--- src/rtl/wb_stage_buf.sv ---
// Writeback stage buffer: accepts up to NLANE results per cycle into an in-order
// FIFO and retires up to NPORT of them per cycle to register-file write ports.
module wb_stage_buf #(
  parameter int NLANE = 2,
  parameter int NPORT = 1,
  parameter int DEPTH = 4,
  parameter int XLEN  = 32
) (
  input  logic                            clk,
  input  logic                            rst,
  input  logic [NLANE-1:0]                in_valid_i,
  input  logic [NLANE-1:0][4:0]           in_rd_i,
  input  logic [NLANE-1:0][XLEN-1:0]      in_data_i,
  output logic                            in_ready_o,
  output logic [NPORT-1:0]                rf_we_o,
  output logic [NPORT-1:0][4:0]           rf_waddr_o,
  output logic [NPORT-1:0][XLEN-1:0]      rf_wdata_o,
  output logic [31:0]                     pend_mask_o,
  output logic [$clog2(DEPTH+1)-1:0]      occupancy_o
);
  localparam int PW = $clog2(DEPTH);
  localparam int CW = $clog2(DEPTH+1);

  logic [CW-1:0]   count_q, count_d;
  logic [PW-1:0]   rd_ptr_q, rd_ptr_d;
  logic [PW-1:0]   wr_ptr_q, wr_ptr_d;
  logic [4:0]      rd_q   [DEPTH];
  logic [XLEN-1:0] data_q [DEPTH];

  logic                      accept;
  logic [NLANE-1:0]          keep;
  logic [NLANE-1:0][PW-1:0]  widx;
  logic [CW-1:0]             n_enq;
  logic [CW-1:0]             n_drain;
  logic [NPORT-1:0]          pv;
  logic [PW-1:0]             off;
  logic [31:0]               pend;

  // No credit for a same-cycle drain: readiness uses the registered count only.
  assign in_ready_o  = (int'(count_q) <= DEPTH - NLANE);
  assign occupancy_o = count_q;
  assign pend_mask_o = pend;

  // Compact surviving lanes (x0 targets dropped) into consecutive slots.
  always_comb begin
    accept = in_ready_o & (|in_valid_i);
    n_enq  = '0;
    keep   = '0;
    widx   = '0;
    for (int i = 0; i < NLANE; i++) begin
      keep[i] = accept && in_valid_i[i] && (in_rd_i[i] != 5'd0);
      widx[i] = wr_ptr_q + n_enq[PW-1:0];
      if (keep[i]) n_enq = n_enq + CW'(1);
    end
  end

  always_comb begin
    n_drain    = (count_q < CW'(NPORT)) ? count_q : CW'(NPORT);
    pv         = '0;
    rf_we_o    = '0;
    rf_waddr_o = '0;
    rf_wdata_o = '0;
    for (int j = 0; j < NPORT; j++) begin
      pv[j] = (CW'(j) < count_q);
      if (pv[j]) begin
        rf_waddr_o[j] = rd_q[rd_ptr_q + PW'(j)];
        rf_wdata_o[j] = data_q[rd_ptr_q + PW'(j)];
      end
    end
    // Same-cycle WAW: an older port is masked when a younger one hits the same reg.
    for (int j = 0; j < NPORT; j++) begin
      rf_we_o[j] = pv[j];
      for (int k = j + 1; k < NPORT; k++)
        if (pv[k] && (rf_waddr_o[k] == rf_waddr_o[j])) rf_we_o[j] = 1'b0;
    end
  end

  always_comb begin
    pend = '0;
    off  = '0;
    for (int e = 0; e < DEPTH; e++) begin
      off = PW'(e) - rd_ptr_q;
      if (CW'(off) < count_q) pend[rd_q[e]] = 1'b1;
    end
    pend[0] = 1'b0;
  end

  always_comb begin
    count_d  = count_q + n_enq - n_drain;
    rd_ptr_d = rd_ptr_q + n_drain[PW-1:0];
    wr_ptr_d = wr_ptr_q + n_enq[PW-1:0];
  end

  always_ff @(posedge clk or posedge rst) begin
    if (rst) begin
      count_q  <= '0;
      rd_ptr_q <= '0;
      wr_ptr_q <= '0;
    end else begin
      count_q  <= count_d;
      rd_ptr_q <= rd_ptr_d;
      wr_ptr_q <= wr_ptr_d;
    end
  end

  // Payload storage needs no reset; validity is derived from count and pointers.
  always_ff @(posedge clk) begin
    for (int i = 0; i < NLANE; i++) begin
      if (keep[i]) begin
        rd_q[widx[i]]   <= in_rd_i[i];
        data_q[widx[i]] <= in_data_i[i];
      end
    end
  end

endmodule

--- config.mk ---
export PLATFORM = sky130hd
export DESIGN_NAME = wb_stage_buf
export DESIGN_NICKNAME = d
export VERILOG_FILES = /design/src/rtl/wb_stage_buf.sv
export SDC_FILE = /design/constraint.sdc
export NUM_CORES = 1
export LEC_CHECK = 0
export ABC_AREA = 1
export ABC_CLOCK_PERIOD_IN_PS = 5500
export CELL_PAD_IN_SITES_DETAIL_PLACEMENT = 0
export CELL_PAD_IN_SITES_GLOBAL_PLACEMENT = 1
export CORE_UTILIZATION = 43
export CTS_CLUSTER_DIAMETER = 120
export DETAILED_ROUTE_END_ITERATION = 6
export PLACE_DENSITY = 0.83
export SYNTH_ARGS = -nofsm -noshare
export SYNTH_HDL_FRONTEND = slang
export SYNTH_SLANG_ARGS = --single-unit
--- constraint.sdc ---
create_clock -name clk -period 5.5 [get_ports clk]
set_input_delay 1.375 -clock clk [delete_from_list [all_inputs] [get_ports clk]]
set_output_delay 1.375 -clock clk [all_outputs]
set_load 0.02 [all_outputs]
After elaboration in Yosys (flattened, before gate mapping)

Memory sizes are Yosys's and may differ from the RTL's.
Cells that the tools add are included.

Register bits after elaboration: 7
Latch bits: 0
Bits in writable memories: 148
Bits in read-only memories: 0
Input bits: 78
Word-level logic and storage cells: 66
Memories: 2

Memories:

| memory | depth | bits a word | read ports | clocked after Yosys merged registers in | write ports | line | text |
|---|---|---|---|---|---|---|---|
| data_q | 4     | 32          | 1          | 0                                       | 2           | 28   | `logic [XLEN-1:0] data_q [DEPTH];` |
| rd_q   | 4     | 5           | 5          | 0                                       | 2           | 27   | `logic [4:0] rd_q [DEPTH];` |

Add/sub/neg operators: 10
Multipliers: 0
Div/mod/pow operators: 0
Order comparisons: 15
Equal/unequal tests: 0
Shifts and indexed selects: 0
Mux-type cells: 21
Bitwise logic cells: 4
Reductions and logical operators: 11

Operators by type and width:

| cell                | number |
|---|---|
| $mux 32             | 5 |
| $or 32x32->32       | 3 |
| $lt 5x6->1 const B  | 4 |
| $demux 1 s5         | 4 |
| $ge 5x1->1 const B  | 4 |
| $lt 2x3->1          | 4 |
| $reduce_bool 5->1   | 2 |
| $mux 1              | 9 |
| $logic_and 1x1->1   | 8 |
| $add 2x2->2         | 3 |
| $mux 3              | 2 |
| $mux 5              | 1 |
| $sub 1x2->2 const A | 2 |
| $sub 2x2->2 const A | 2 |
| $add 3x1->3 const B | 1 |
| $add 3x3->3         | 1 |
| $le 3x2->1 const B  | 1 |
| $lt 1x3->1 const A  | 1 |
| $lt 3x1->1 const B  | 1 |
| $sub 3x3->3         | 1 |
| $reduce_or 2->1     | 1 |
| $and 1x1->1         | 1 |

Depth between registers and ports, before layout

Gate-level depths: netlist of run 1.
An unclocked memory read counts as a cell.

Depth in word-level cells: 12
Gate-level depth with buffers: 14
Mapped depth without buffers: 12

Worst setup path before layout of run 1

OpenSTA, ideal clock, no wires.

Path kind: input to register
Start: input port in_rd_i[3] (netlist name)
End: memory data_q[1][0] (enable)
Setup time: 0.436 ns
Arrival: 3.818 ns
Setup slack: 1.246 ns
Cell stages on the path: 11
Buffers on the path: 2
Path through: nor2_1 -> nand3b_1 -> nand3_1 -> inv_1 -> ha_1 -> inv_1 -> nor2_2 -> nand3_1 -> buf_2 -> buf_6 -> o21ai_1

RTL lines:

| what               | line | text |
|---|---|---|
| start: declaration | 12   | `input logic [NLANE-1:0][4:0] in_rd_i,` |
| end: declaration   | 28   |  |

Final worst setup path of run 1

Start: register rd_ptr_q[0]
End: output port pend_mask_o[6]

Word-level cells in the longest chain between the ends: 9
Elaborated cells between the ends (all ways): 15
Classes of those cells: add/sub (4); order compare (4); mux (4); bitwise (3)

Ends and longest elaborated chain:

| what                     | line | text |
|---|---|---|
| start: declaration       | 25   | `logic [PW-1:0] rd_ptr_q, rd_ptr_d;` |
| start signal: assignment | 101  | `rd_ptr_q <= rd_ptr_d;` |
| $sub 1x2->2              | 82   | `off = PW'(e) - rd_ptr_q;` |
| $lt 2x3->1               | 83   | `if (CW'(off) < count_q) pend[rd_q[e]] = 1'b1;` |
| $mux 32                  | 83   |  |
| $or 32x32->32 (no line)  | --   |  |
| $mux 32                  | 83   |  |
| $or 32x32->32 (no line)  | --   |  |
| $mux 32                  | 83   |  |
| $or 32x32->32 (no line)  | --   |  |
| $mux 32 (*)              | 83   |  |
| end: declaration         | 18   | `output logic [31:0] pend_mask_o,` |

Every way passes the cells marked *; elsewhere a longest branch is shown, timed or not.

==> results of run 1 <==
==> cells by family (layout without fill, tap and decap cells) <==
family                   after synthesis  in the layout  synth area share (%)
AND/OR/NAND/NOR                     1037           1037                 42.19
AO/OA/AOI/OAI                         51             51                 3.009
buffers and inverters                160            270                 8.074
other                                  1              2               0.03622
flip-flops                           155            155                 44.62
XOR/XNOR                               5              5                0.4231
adder cells (fa/ha/maj)               13             13                 1.644
==> path summary, 6_finish.rpt <==
path                                     startpoint                        to  slack (ns)
max                           rd_ptr_q[0]$_DFF_PP0_            pend_mask_o[6]        0.39
min                           wr_ptr_q[0]$_DFF_PP0_     wr_ptr_q[0]$_DFF_PP0_        0.64
max reg2reg                occupancy_o[0]$_DFF_PP0_   data_q[0][20]$_DFFE_PP_        2.25
min reg2reg                   wr_ptr_q[0]$_DFF_PP0_     wr_ptr_q[0]$_DFF_PP0_        0.64
max in group asynchronous                       rst     rd_ptr_q[0]$_DFF_PP0_        4.01
min in group asynchronous                       rst  occupancy_o[2]$_DFF_PP0_        1.21
==> registers in the layout (all words and copies together), names as in the netlist <==
name	flops
rd_q	20
rd_ptr_q	2
wr_ptr_q	2
data_q	128
occupancy_o	3
==> layer usage <==
metal / share of wire (%) / track usage, % / vias up
met5: 0 / 0 / -
met3: 7.5 / 4.460 / 82
li1: - / - / 4941
met2: 49 / 49.47 / 456
met1: 40 / 35.99 / 4736
met4: 2.9 / 11.79 / 0
==> layout make-up <==
type,count,area share [%]
diodes,1,0.02001
well taps,319,3.191
inverters,66,1.981
repair buffers,172,13.36
clock inverters,14,1.240
clock buffers,18,3.431
flip-flops and latches,155,36.94
multi-input cells,1107,39.84
==> synthesized netlist by cell type (2+ instances only) <==
| cell | n | area [sq um] |
|---|---|---|
| sky130_fd_sc_hd__inv_1 | 59 | 221.5 |
| sky130_fd_sc_hd__xor2_1 | 3 | 26.28 |
| sky130_fd_sc_hd__buf_1 | 8 | 30.03 |
| sky130_fd_sc_hd__inv_2 | 5 | 18.77 |
| sky130_fd_sc_hd__clkbuf_1 | 22 | 82.58 |
| sky130_fd_sc_hd__buf_4 | 12 | 90.09 |
| sky130_fd_sc_hd__clkinv_1 | 2 | 7.510 |
| sky130_fd_sc_hd__a21oi_1 | 4 | 20.02 |
| sky130_fd_sc_hd__buf_6 | 20 | 225.2 |
| sky130_fd_sc_hd__buf_2 | 32 | 160.2 |
| sky130_fd_sc_hd__nand2_2 | 2 | 12.51 |
| sky130_fd_sc_hd__xnor2_1 | 2 | 17.52 |
| sky130_fd_sc_hd__o21ai_1 | 4 | 20.02 |
| sky130_fd_sc_hd__nor2_2 | 4 | 25.02 |
| sky130_fd_sc_hd__nand3_1 | 287 | 1436 |
| sky130_fd_sc_hd__ha_1 | 12 | 150.1 |
| sky130_fd_sc_hd__dfrtp_1 | 7 | 175.2 |
| sky130_fd_sc_hd__a31oi_1 | 32 | 200.2 |
| sky130_fd_sc_hd__nand2_1 | 523 | 1963 |
| sky130_fd_sc_hd__nand4_1 | 31 | 193.9 |
| sky130_fd_sc_hd__o22ai_1 | 10 | 62.56 |
| sky130_fd_sc_hd__edfxtp_1 | 148 | 4444 |
| sky130_fd_sc_hd__nor2_1 | 178 | 668.1 |
| sky130_fd_sc_hd__nor3_1 | 10 | 50.05 |
==> power groups by stage <==
| stage | Sequential, mW | Combinational, mW | Clock, mW |
|---|---|---|---|
| floorplan | 1.90 | 2.65 | 0 |
| global placement | 1.95 | 4.11 | 0 |
| detailed placement | 1.96 | 4.15 | 0 |
| CTS | 1.93 | 4.16 | 1.16 |
| global route | 1.97 | 4.51 | 1.22 |
| finish | 1.94 | 4.17 | 1.16 |
==> what timing repair did <==
action | in CTS | in global routing
buffers inserted | 0 | 0
gates resized for setup | 0 | 1
setup endpoints to repair | 0 | 5
==> layout by cell type (no fill, tap or decap), types with 3 or more instances in the layout <==
master                            count
sky130_fd_sc_hd__nand2_1            523
sky130_fd_sc_hd__nand3_1            283
sky130_fd_sc_hd__nor2_1             178
sky130_fd_sc_hd__clkdlybuf4s50_1    150
sky130_fd_sc_hd__edfxtp_1           148
sky130_fd_sc_hd__inv_1               58
sky130_fd_sc_hd__a31oi_1             32
sky130_fd_sc_hd__nand4_1             31
sky130_fd_sc_hd__buf_4               21
sky130_fd_sc_hd__clkbuf_16           17
sky130_fd_sc_hd__ha_1                12
sky130_fd_sc_hd__nor3_1              10
sky130_fd_sc_hd__o22ai_1             10
sky130_fd_sc_hd__inv_2                6
sky130_fd_sc_hd__dfrtp_1              6
sky130_fd_sc_hd__nor2_4               5
sky130_fd_sc_hd__nand3_2              4
sky130_fd_sc_hd__a21oi_1              4
sky130_fd_sc_hd__o21ai_4              4
sky130_fd_sc_hd__xor2_1               3
sky130_fd_sc_hd__inv_6                3
sky130_fd_sc_hd__clkinvlp_4           3
sky130_fd_sc_hd__clkinv_4             3
sky130_fd_sc_hd__inv_8                3
==> per-stage QoR <==
stage                     hold slack, ns  cells  total power, mW  instance area [sq um]  utilization [%]
after floorplan                   0.5481   1422            4.549                  10350                -
after global placement            0.5922   1819            6.063                  11920            50.62
after detailed placement          0.6014   1819            6.102                  11920            50.62
after CTS                         0.6154   1851            7.256                  12500            53.10
after global routing              0.6426   1851            7.690                  12500            53.11
final                             0.6375   1852            7.260                  12510            53.13
==> critical path, delay by kind of cell (launching register included) <==
kind | cells | cell delay (ns)
buf+inv | 3 | 0.90
fa+ha+maj | 1 | 0.29
flops | 1 | 0.71
simple gates | 6 | 1.40
==> results.toml, run 1 <==
[pwr]
power_per_unit_of_standard_cell_area_nw_per_um2 = 580.5
leakage_nw = 5.289
netSwitchingPower_mw = 3.605
swShare_pct = 49.66
share_clk_of_total_power_pct = 16.0
ir_drop_mv = 0.3486
portion_of_total_power_attributed_to_sequential_cells_pct = 26.7
cell_internal_pwr_mw = 3.655
comb_power_share_pct = 57.4

[cts]
clkSlewWorstSetupHoldPaths_ns = 0.06
clock_sink_count = 155
tritoncts = "done"
h-tree-depth = 4
clock_buffer_count_from_cts = 17
clock_path_buffers = 2
cts_hold_repair.buffers = 0
worst_skew_pair.late_latency_ns = 0.44
cts_root_buf = "sky130_fd_sc_hd__clkbuf_16"

[sta]
timing.clock.skew_ns = 0.01077
timing.final.max_slew_violations = 0
period_share_pct = 92.90
actual_transition_at_the_worst_max_transition_pin_ns = 1.090
timing.fmax_mhz = 195.7
unrepaired_setup_endpoints_after_global_routing = "no"
max_slew_margin_pct = 27.03
setup-tns-final_ns = 0
period_minus_slack_ns = 5.109
report.final.hold_viol_count = 0
total_setup_violations_reported_at_the_end_of_the_flow = 0
fin_ws_ns = 0.3907

[yosys]
post_synth_inst_count = 1422
yosys.cell_types.count = 29
post_synth.cell_area_avg_sq_um = 7.280
ys_seq_area_share_pct = 44.62
synth_enable_flop_cells = 148
synth.ff_latch_count = 155
synthesis.area_sq_um = 10350
async_reset_ff_share_pct = 4.516
synth-main-ff-cell = "sky130_fd_sc_hd__edfxtp_1"
syn_nets = 1513
synth-warning-count = 0

[die]
std_cell_rows = 56
initial_core_util_pct = 43.97
boundaryPins = 152
die_area_sq_um = 24700
coreArea_sq_um = 23540
die_height_um = 157.2
die_x_um = 157.2

[min_path]
timing.hold.worst.class = "flip-flop to flip-flop"
worstHoldPathCells = 1

[setup_path]
required_ns = 4.12
path_cells = "inv_2 -> nand2_1 -> nand2_1 -> ha_1 -> nand3_1 -> nand2_1 -> inv_1 -> nand2_1 -> nand3_1 -> clkdlybuf4s50_1"
worst_path_arrival_ns = 3.73
path_max_fanout = 27
critPathKind = "flip-flop to output port"
worst_setup_path_start_kind = "flip-flop"
end_kind = "output port"
timing.critical_path.slowest_cell_delay_ns = 0.71
r2r_cells = 11
critPathMostFrequentCell = "sky130_fd_sc_hd__nand2_1"
critPathSlowestCell = "sky130_fd_sc_hd__dfrtp_2"

[global_route]
grt_pass1_wl_um = 53320
global_route.usage.total_pct = 28.78
number_of_global_route_vias_before_repair = 9592
antenna_found_initial = 1
pin_count_of_the_biggest_net_entering_global_routing = 109
globalRouteOverflowTotal = 0

[placement]
preCtsSetupSlack_ns = 0.6874
place.port_buffers = 150
post-dp-hpwl_um = 21970
gp_congestion = 1.005

[route]
initialDrtViolationCount = 670
ant_nets = 0
firstDrtPassIters = 5
detail_route.vias_per_cell = 5.516
route.detailed.wl_per_inst_um = 18.67
route.vias.total = 10220
wirelength_um = 34580
post-route-drc-count = 0

[cells_and_area]
sequential_cell_area_sq_um = 4621
multi_input_combinational_cell_area_sq_um = 4982
area_delta_synth_final_pct = 20.81
num-fill-cells = 2283
design.final.nets = 1610
drive_above_1_share_pct = 4.961

[run_status]
run_status = "finished, final reports clean"

[job]
timing.max_cap.violations = 0
No activity file was read; power rests on OpenSTA's default activity.
==> run 2, diff against run 1 <==
--- a/config.mk
+++ b/config.mk
@@ -12,7 +12,7 @@
 export CORE_UTILIZATION = 43
 export CTS_CLUSTER_DIAMETER = 120
 export DETAILED_ROUTE_END_ITERATION = 6
-export PLACE_DENSITY = 0.83
+export PLACE_DENSITY = 0.86
 export SYNTH_ARGS = -nofsm -noshare
 export SYNTH_HDL_FRONTEND = slang
 export SYNTH_SLANG_ARGS = --single-unit
==> run 2 against run 1 <==
Global-route usage shrank 1.0 points. Sequential share of layout area is essentially flat. Largest cell class unchanged. Die area unchanged. Sequential power is essentially flat. Critical path type unchanged. Non-clock buffer count shrank 1. Maximum frequency decreased by 0.62%. Clock-buffer cell count is the same. Register-to-register slack improved by 0.03 ns. Utilization is essentially flat.
==> results.toml, run 2 (same netlist as run 1, synthesis figures left out) <==
[run_status]
run_status = "finished, final reports clean"

[pwr]
cell_internal_pwr_mw = 3.652
netSwitchingPower_mw = 3.579
power_per_unit_of_standard_cell_area_nw_per_um2 = 578.5
swShare_pct = 49.49
portion_of_total_power_attributed_to_sequential_cells_pct = 26.8
share_clk_of_total_power_pct = 16.0
comb_power_share_pct = 57.3
post-layout-total-power_mw = 7.231
leakage_nw = 5.294
ir_drop_mv = 0.4295

[cts]
clock_buffer_count_from_cts = 17
cts_root_buf = "sky130_fd_sc_hd__clkbuf_16"
post-cts-setup-buffers = 0
clock_sink_count = 155
clock_path_buffers = 2
worst_skew_pair.late_latency_ns = 0.43
clkSlewWorstSetupHoldPaths_ns = 0.07
h-tree-depth = 4
tritoncts = "done"

[cells_and_area]
commonest_cells_after_routing_fill_and_taps_aside = "sky130_fd_sc_hd__nand2_1, sky130_fd_sc_hd__nand3_1, sky130_fd_sc_hd__nor2_1"
layout_commonest_cell = "sky130_fd_sc_hd__nand2_1"
design.final.nets = 1609
drive_above_1_share_pct = 4.899
largest_register_ffs = 128
area_delta_synth_final_pct = 20.74

[sta]
unrepaired_setup_endpoints_after_global_routing = "no"
timing.fmax_mhz = 194.5
total_setup_violations_reported_at_the_end_of_the_flow = 0
actual_transition_at_the_worst_max_transition_pin_ns = 1.184
timing.final.max_slew_violations = 0
setup-tns-final_ns = 0
period_minus_slack_ns = 5.141
max_slew_margin_pct = 20.80
period_share_pct = 93.47
timing.clock.skew_ns = 0.01264
report.final.hold_viol_count = 0

[die]
die_x_um = 157.2
std_cell_rows = 56
coreArea_sq_um = 23540
die_height_um = 157.2
boundaryPins = 152
initial_core_util_pct = 43.97
die_area_sq_um = 24700

[global_route]
pin_count_of_the_biggest_net_entering_global_routing = 105
grt_pass1_wl_um = 51230
global_route.usage.total_pct = 27.77
number_of_global_route_vias_before_repair = 9139
globalRouteOverflowTotal = 0
antenna_found_initial = 3

[route]
initialDrtViolationCount = 840
firstDrtPassIters = 5
post-route-drc-count = 0
route.vias.total = 10050
detail_route.vias_per_cell = 5.425
wirelength_um = 33870
route.detailed.wl_per_inst_um = 18.29
ant_nets = 0

[setup_path]
required_ns = 4.12
regToRegStartpoint = "occupancy_o[0]$_DFF_PP0_"
critPathKind = "flip-flop to output port"
critPathMostFrequentCell = "sky130_fd_sc_hd__nand2_1"
worst_path_dominant_cell_family = "buffers and inverters"
r2r_cells = 11
path_max_fanout = 36
timing.rr.end = "data_q[0][21]$_DFFE_PP_"
timing.critical_path.slowest_cell_delay_ns = 0.62
path_cells = "buf_4 -> nand2_1 -> nand2_1 -> ha_1 -> nand3_1 -> nand2_1 -> inv_1 -> nand2_1 -> nand3_1 -> clkdlybuf4s50_1"
end_kind = "output port"
critical_path_buf_inv_count = 3
critPathSlowestCell = "sky130_fd_sc_hd__clkdlybuf4s50_1"
worst_path_arrival_ns = 3.77
worst_setup_path_start_kind = "flip-flop"
worst_r2r_setup_slack_ns = 2.28

[min_path]
worstHoldPathCells = 1
holdPathEnd = "wr_ptr_q[0]$_DFF_PP0_"
timing.hold.worst.start = "wr_ptr_q[0]$_DFF_PP0_"
timing.hold.worst.class = "flip-flop to flip-flop"

[placement]
gp_congestion = 1.017
post-dp-hpwl_um = 21500
place.port_buffers = 150

[job]
timing.max_cap.violations = 0
[run 2: cell types whose count changed in the layout (fill, tap and decap cells not counted)]
cell	before	now
sky130_fd_sc_hd__inv_8	3	4
sky130_fd_sc_hd__inv_6	3	4
sky130_fd_sc_hd__diode_2	1	2
sky130_fd_sc_hd__clkinv_4	3	1
sky130_fd_sc_hd__clkinv_2	0	2
sky130_fd_sc_hd__buf_4	21	20
sky130_fd_sc_hd__clkinvlp_4	3	1
[run 2: area by class of cell]
type | count | area, sq um
clock inverters | 14 | 152.6
multi-input cells | 1107 | 4982
repair buffers | 171 | 1663
inverters | 66 | 247.7
diodes | 2 | 5.005
flip-flops and latches | 155 | 4621
clock buffers | 18 | 429.2
fillers | 2250 | 11040
well taps | 319 | 399.1
[run 2: worst reg2reg max path, stage by stage, from the launching register on]
cell and delay, ns:
sky130_fd_sc_hd__dfrtp_1 0.46, sky130_fd_sc_hd__a21oi_2 0.32, sky130_fd_sc_hd__nand3_1 0.40, sky130_fd_sc_hd__inv_1 0.20, sky130_fd_sc_hd__ha_1 0.20, sky130_fd_sc_hd__inv_1 0.06
sky130_fd_sc_hd__nand2_1 0.05, sky130_fd_sc_hd__nand2_1 0.13, sky130_fd_sc_hd__nor2_4 0.13, sky130_fd_sc_hd__nand3_2 0.12, sky130_fd_sc_hd__o21ai_4 0.43, sky130_fd_sc_hd__buf_4 0.39
[run 2: worst max-delay path by stage]
stage | start | endpoint | slack, ns | depth (start not counted)
6_report | rd_ptr_q[1]$_DFF_PP0_ | pend_mask_o[4] | 0.36 | 10
4_1_cts | rd_ptr_q[0]$_DFF_PP0_ | pend_mask_o[4] | 0.32 | 9
3_3_place_gp | rd_ptr_q[0]$_DFF_PP0_ | pend_mask_o[6] | 0.79 | 9
5_1_grt | rd_ptr_q[1]$_DFF_PP0_ | pend_mask_o[5] | 0.04 | 10
2_1_floorplan | in_rd_i[3] | data_q[1][0]$_DFFE_PP_ | 1.25 | 11
3_5_place_dp | rd_ptr_q[0]$_DFF_PP0_ | pend_mask_o[4] | 0.77 | 9
[run 2: metrics by stage]
stage / worst slack, ns / area [sq um] / instances / hold WS [ns] / util [%]
after global placement: 0.7910 / 11910 / 1818 / 0.5862 / 50.58
after detailed placement: 0.7746 / 11910 / 1818 / 0.5884 / 50.58
final: 0.3590 / 12500 / 1852 / 0.6203 / 53.09
after CTS: 0.3164 / 12490 / 1850 / 0.6049 / 53.06
after floorplan: 1.246 / 10350 / 1422 / 0.5481 / -
after global routing: 0.04055 / 12490 / 1850 / 0.6419 / 53.07
[run 2: what timing repair did]
| item | in CTS | in global routing |
|---|---|---|
| endpoints found under the setup margin | 0 | 8 |
| hold buffers | 0 | 0 |
| resized for setup | 0 | 1 |
[run 2: metal layers]
layer | share of wire (%) | GRT usage [%] | routed length [um]
met5 | 0.038 | 0 | 13
met4 | 2.4 | 11.23 | 810
met3 | 7.6 | 4.681 | 2579
met2 | 49 | 47.20 | 16500
met1 | 41 | 34.98 | 13960
[run 2: power groups by stage]
stage	combinational, mW	clock [mW]	sequential (mW)
after CTS	4.13	1.16	1.93
after global routing	4.48	1.22	1.97
after floorplan	2.65	0	1.90
after detailed placement	4.11	0	1.96
after global placement	4.08	0	1.95
final	4.14	1.16	1.94
==> run 3, diff against run 2 <==
==> constraint.sdc (replaced) <==
create_clock -name clk -period 5.5 [get_ports clk]
set_input_delay 1.1 -clock clk [delete_from_list [all_inputs] [get_ports clk]]
set_output_delay 1.1 -clock clk [all_outputs]
set_load 0.02 [all_outputs]
==> run 3 against run 2 <==
Sequential power hardly changed. Non-clock buffer count stayed put. Combinational power hardly changed. First-iteration DRC count is 5.1% lower. Largest cell class unchanged.
==> results.toml, run 3 (same netlist as run 1, synthesis figures left out) <==
[placement]
post-dp-hpwl_um = 21700
gp_congestion = 0.9554
dp_cells = 1818
place.port_buffers = 150

[route]
route.detailed.wl_per_inst_um = 18.61
ant_nets = 0
detail_route.vias_per_cell = 5.509
wirelength_um = 34430
initialDrtViolationCount = 797
firstDrtPassIters = 5
route.vias.total = 10190
post-route-drc-count = 0

[min_path]
timing.hold.worst.class = "flip-flop to flip-flop"
timing.hold.worst.start = "wr_ptr_q[0]$_DFF_PP0_"

[setup_path]
worst_path_arrival_ns = 3.83
r2r_cells = 11
path_max_fanout = 66
critical_path_buf_inv_count = 4
critPathKind = "flip-flop to output port"
crit_start = "rd_ptr_q[0]$_DFF_PP0_"
path_cells = "inv_2 -> buf_4 -> nand2_1 -> nand3_1 -> nand2_1 -> inv_1 -> nand2_1 -> nand3_1 -> clkdlybuf4s50_1"
critical_path_cell_count = 9
worst_path_dominant_cell_family = "buffers and inverters"
worst_setup_path_start_kind = "flip-flop"
critPathSlowestCell = "sky130_fd_sc_hd__clkdlybuf4s50_1"
worstSetupEndpoint = "pend_mask_o[5]"
worst_r2r_setup_slack_ns = 2.27
timing.rr.end = "data_q[1][20]$_DFFE_PP_"
critPathMostFrequentCell = "sky130_fd_sc_hd__nand2_1"
regToRegStartpoint = "occupancy_o[0]$_DFF_PP0_"
timing.critical_path.slowest_cell_delay_ns = 0.61
end_kind = "output port"
required_ns = 4.40

[cells_and_area]
num-fill-cells = 2290
commonest_cells_after_routing_fill_and_taps_aside = "sky130_fd_sc_hd__nand2_1, sky130_fd_sc_hd__nand3_1, sky130_fd_sc_hd__nor2_1"
area_delta_synth_final_pct = 20.88
multi_input_combinational_cell_area_sq_um = 4982
number_of_standard_cells_in_the_final_layout_excluding_fillers = 1850
drive_above_1_share_pct = 4.964
design.final.nets = 1609
largest_register_ffs = 128
num_antenna_cells = 0
sequential_cell_area_sq_um = 4621
layout_commonest_cell = "sky130_fd_sc_hd__nand2_1"

[cts]
worst_skew_pair.late_latency_ns = 0.43
cts_hold_repair.buffers = 0
tritoncts = "done"
clock_sink_count = 155
h-tree-depth = 4
post_cts_resize_count = 0
clock_buffer_count_from_cts = 17
cts_root_buf = "sky130_fd_sc_hd__clkbuf_16"
clock_path_buffers = 2
clkSlewWorstSetupHoldPaths_ns = 0.06
post-cts-setup-buffers = 0

[global_route]
grt_pass1_wl_um = 51700
antenna_found_initial = 1
number_of_global_route_vias_before_repair = 9435
global_route.usage.total_pct = 28.02
globalRouteOverflowTotal = 0
pin_count_of_the_biggest_net_entering_global_routing = 93

[run_status]
run_status = "finished, final reports clean"

[sta]
report.final.hold_viol_count = 0
max_slew_margin_pct = 21.54
unrepaired_setup_endpoints_after_global_routing = "no"
hold_slack_ns = 0.6183
setup-tns-final_ns = 0
actual_transition_at_the_worst_max_transition_pin_ns = 1.173
timing.final.max_slew_violations = 0
total_setup_violations_reported_at_the_end_of_the_flow = 0
period_minus_slack_ns = 4.928
timing.clock.skew_ns = 0.01271
period_share_pct = 89.60
timing.fmax_mhz = 202.9

[pwr]
post-layout-total-power_mw = 7.295
power_per_unit_of_standard_cell_area_nw_per_um2 = 582.9
leakage_nw = 5.305
ir_drop_mv = 0.4010

[die]
coreArea_sq_um = 23540
boundaryPins = 152
die_area_sq_um = 24700
die_x_um = 157.2
initial_core_util_pct = 43.97
die_height_um = 157.2
std_cell_rows = 56

[job]
timing.max_cap.violations = 0
-- run 3: cell count changes in the layout (fill, tap and decap cells not counted) --
cell,before,now
sky130_fd_sc_hd__inv_6,4,5
sky130_fd_sc_hd__buf_4,20,21
sky130_fd_sc_hd__inv_8,4,3
sky130_fd_sc_hd__clkbuf_1,1,0
sky130_fd_sc_hd__buf_6,1,0
sky130_fd_sc_hd__diode_2,2,0
sky130_fd_sc_hd__bufinv_16,1,2
-- run 3: worst min-delay path by stage --
stage	to	slack (ns)	depth (start not counted)
floorplan	wr_ptr_q[0]$_DFF_PP0_	0.55	1
CTS	wr_ptr_q[0]$_DFF_PP0_	0.61	1
finish	wr_ptr_q[0]$_DFF_PP0_	0.62	1
global route	wr_ptr_q[0]$_DFF_PP0_	0.65	1
global placement	wr_ptr_q[0]$_DFF_PP0_	0.59	1
detailed placement	wr_ptr_q[0]$_DFF_PP0_	0.59	1
-- run 3: layer usage --
layer  track usage [%]  wire [um]  up-vias
met1             35.09      13530     4667
met4             12.76       1112        0
met3             4.681       2946       89
met5                 0          0        -
li1                  -          -     4945
met2             47.26      16840      490
-- run 3: stage by stage --
step / instance area, sq um / util, % / setup WS [ns]
detailed placement: 11910 / 50.58 / 1.056
global route: 12510 / 53.16 / 0.2778
CTS: 12510 / 53.16 / 0.6057
global placement: 11910 / 50.58 / 1.121
finish: 12510 / 53.16 / 0.5723
floorplan: 10350 / - / 1.521
-- run 3: area by class of cell --
type	count	share of cell area, %
clock buffer	17	3.399
tap	319	3.189
clock inverter	15	1.440
multi-input combinational	1107	39.81
inverter	66	1.980
sequential	155	36.92
timing repair buffer	171	13.26
-- run 3: where the power goes --
| part | leakage, nW | internal [mW] | switching [mW] |
|---|---|---|---|
| logic | 3.57 | 1.27 | 2.89 |
| registers | 1.43 | 1.74 | 0.191 |
| clock network | 0.298 | 0.687 | 0.517 |
| total | 5.30 | 3.70 | 3.60 |
-- run 3: worst register-to-register path: stages (launching register included) --
cell and delay [ns]:
sky130_fd_sc_hd__dfrtp_1 0.46, sky130_fd_sc_hd__a21oi_2 0.31, sky130_fd_sc_hd__nand3_1 0.40, sky130_fd_sc_hd__inv_1 0.20, sky130_fd_sc_hd__ha_1 0.22, sky130_fd_sc_hd__inv_1 0.07
sky130_fd_sc_hd__nand2_1 0.06, sky130_fd_sc_hd__nand2_1 0.15, sky130_fd_sc_hd__nor2_4 0.13, sky130_fd_sc_hd__nand3_2 0.12, sky130_fd_sc_hd__o21ai_4 0.30, sky130_fd_sc_hd__buf_4 0.47
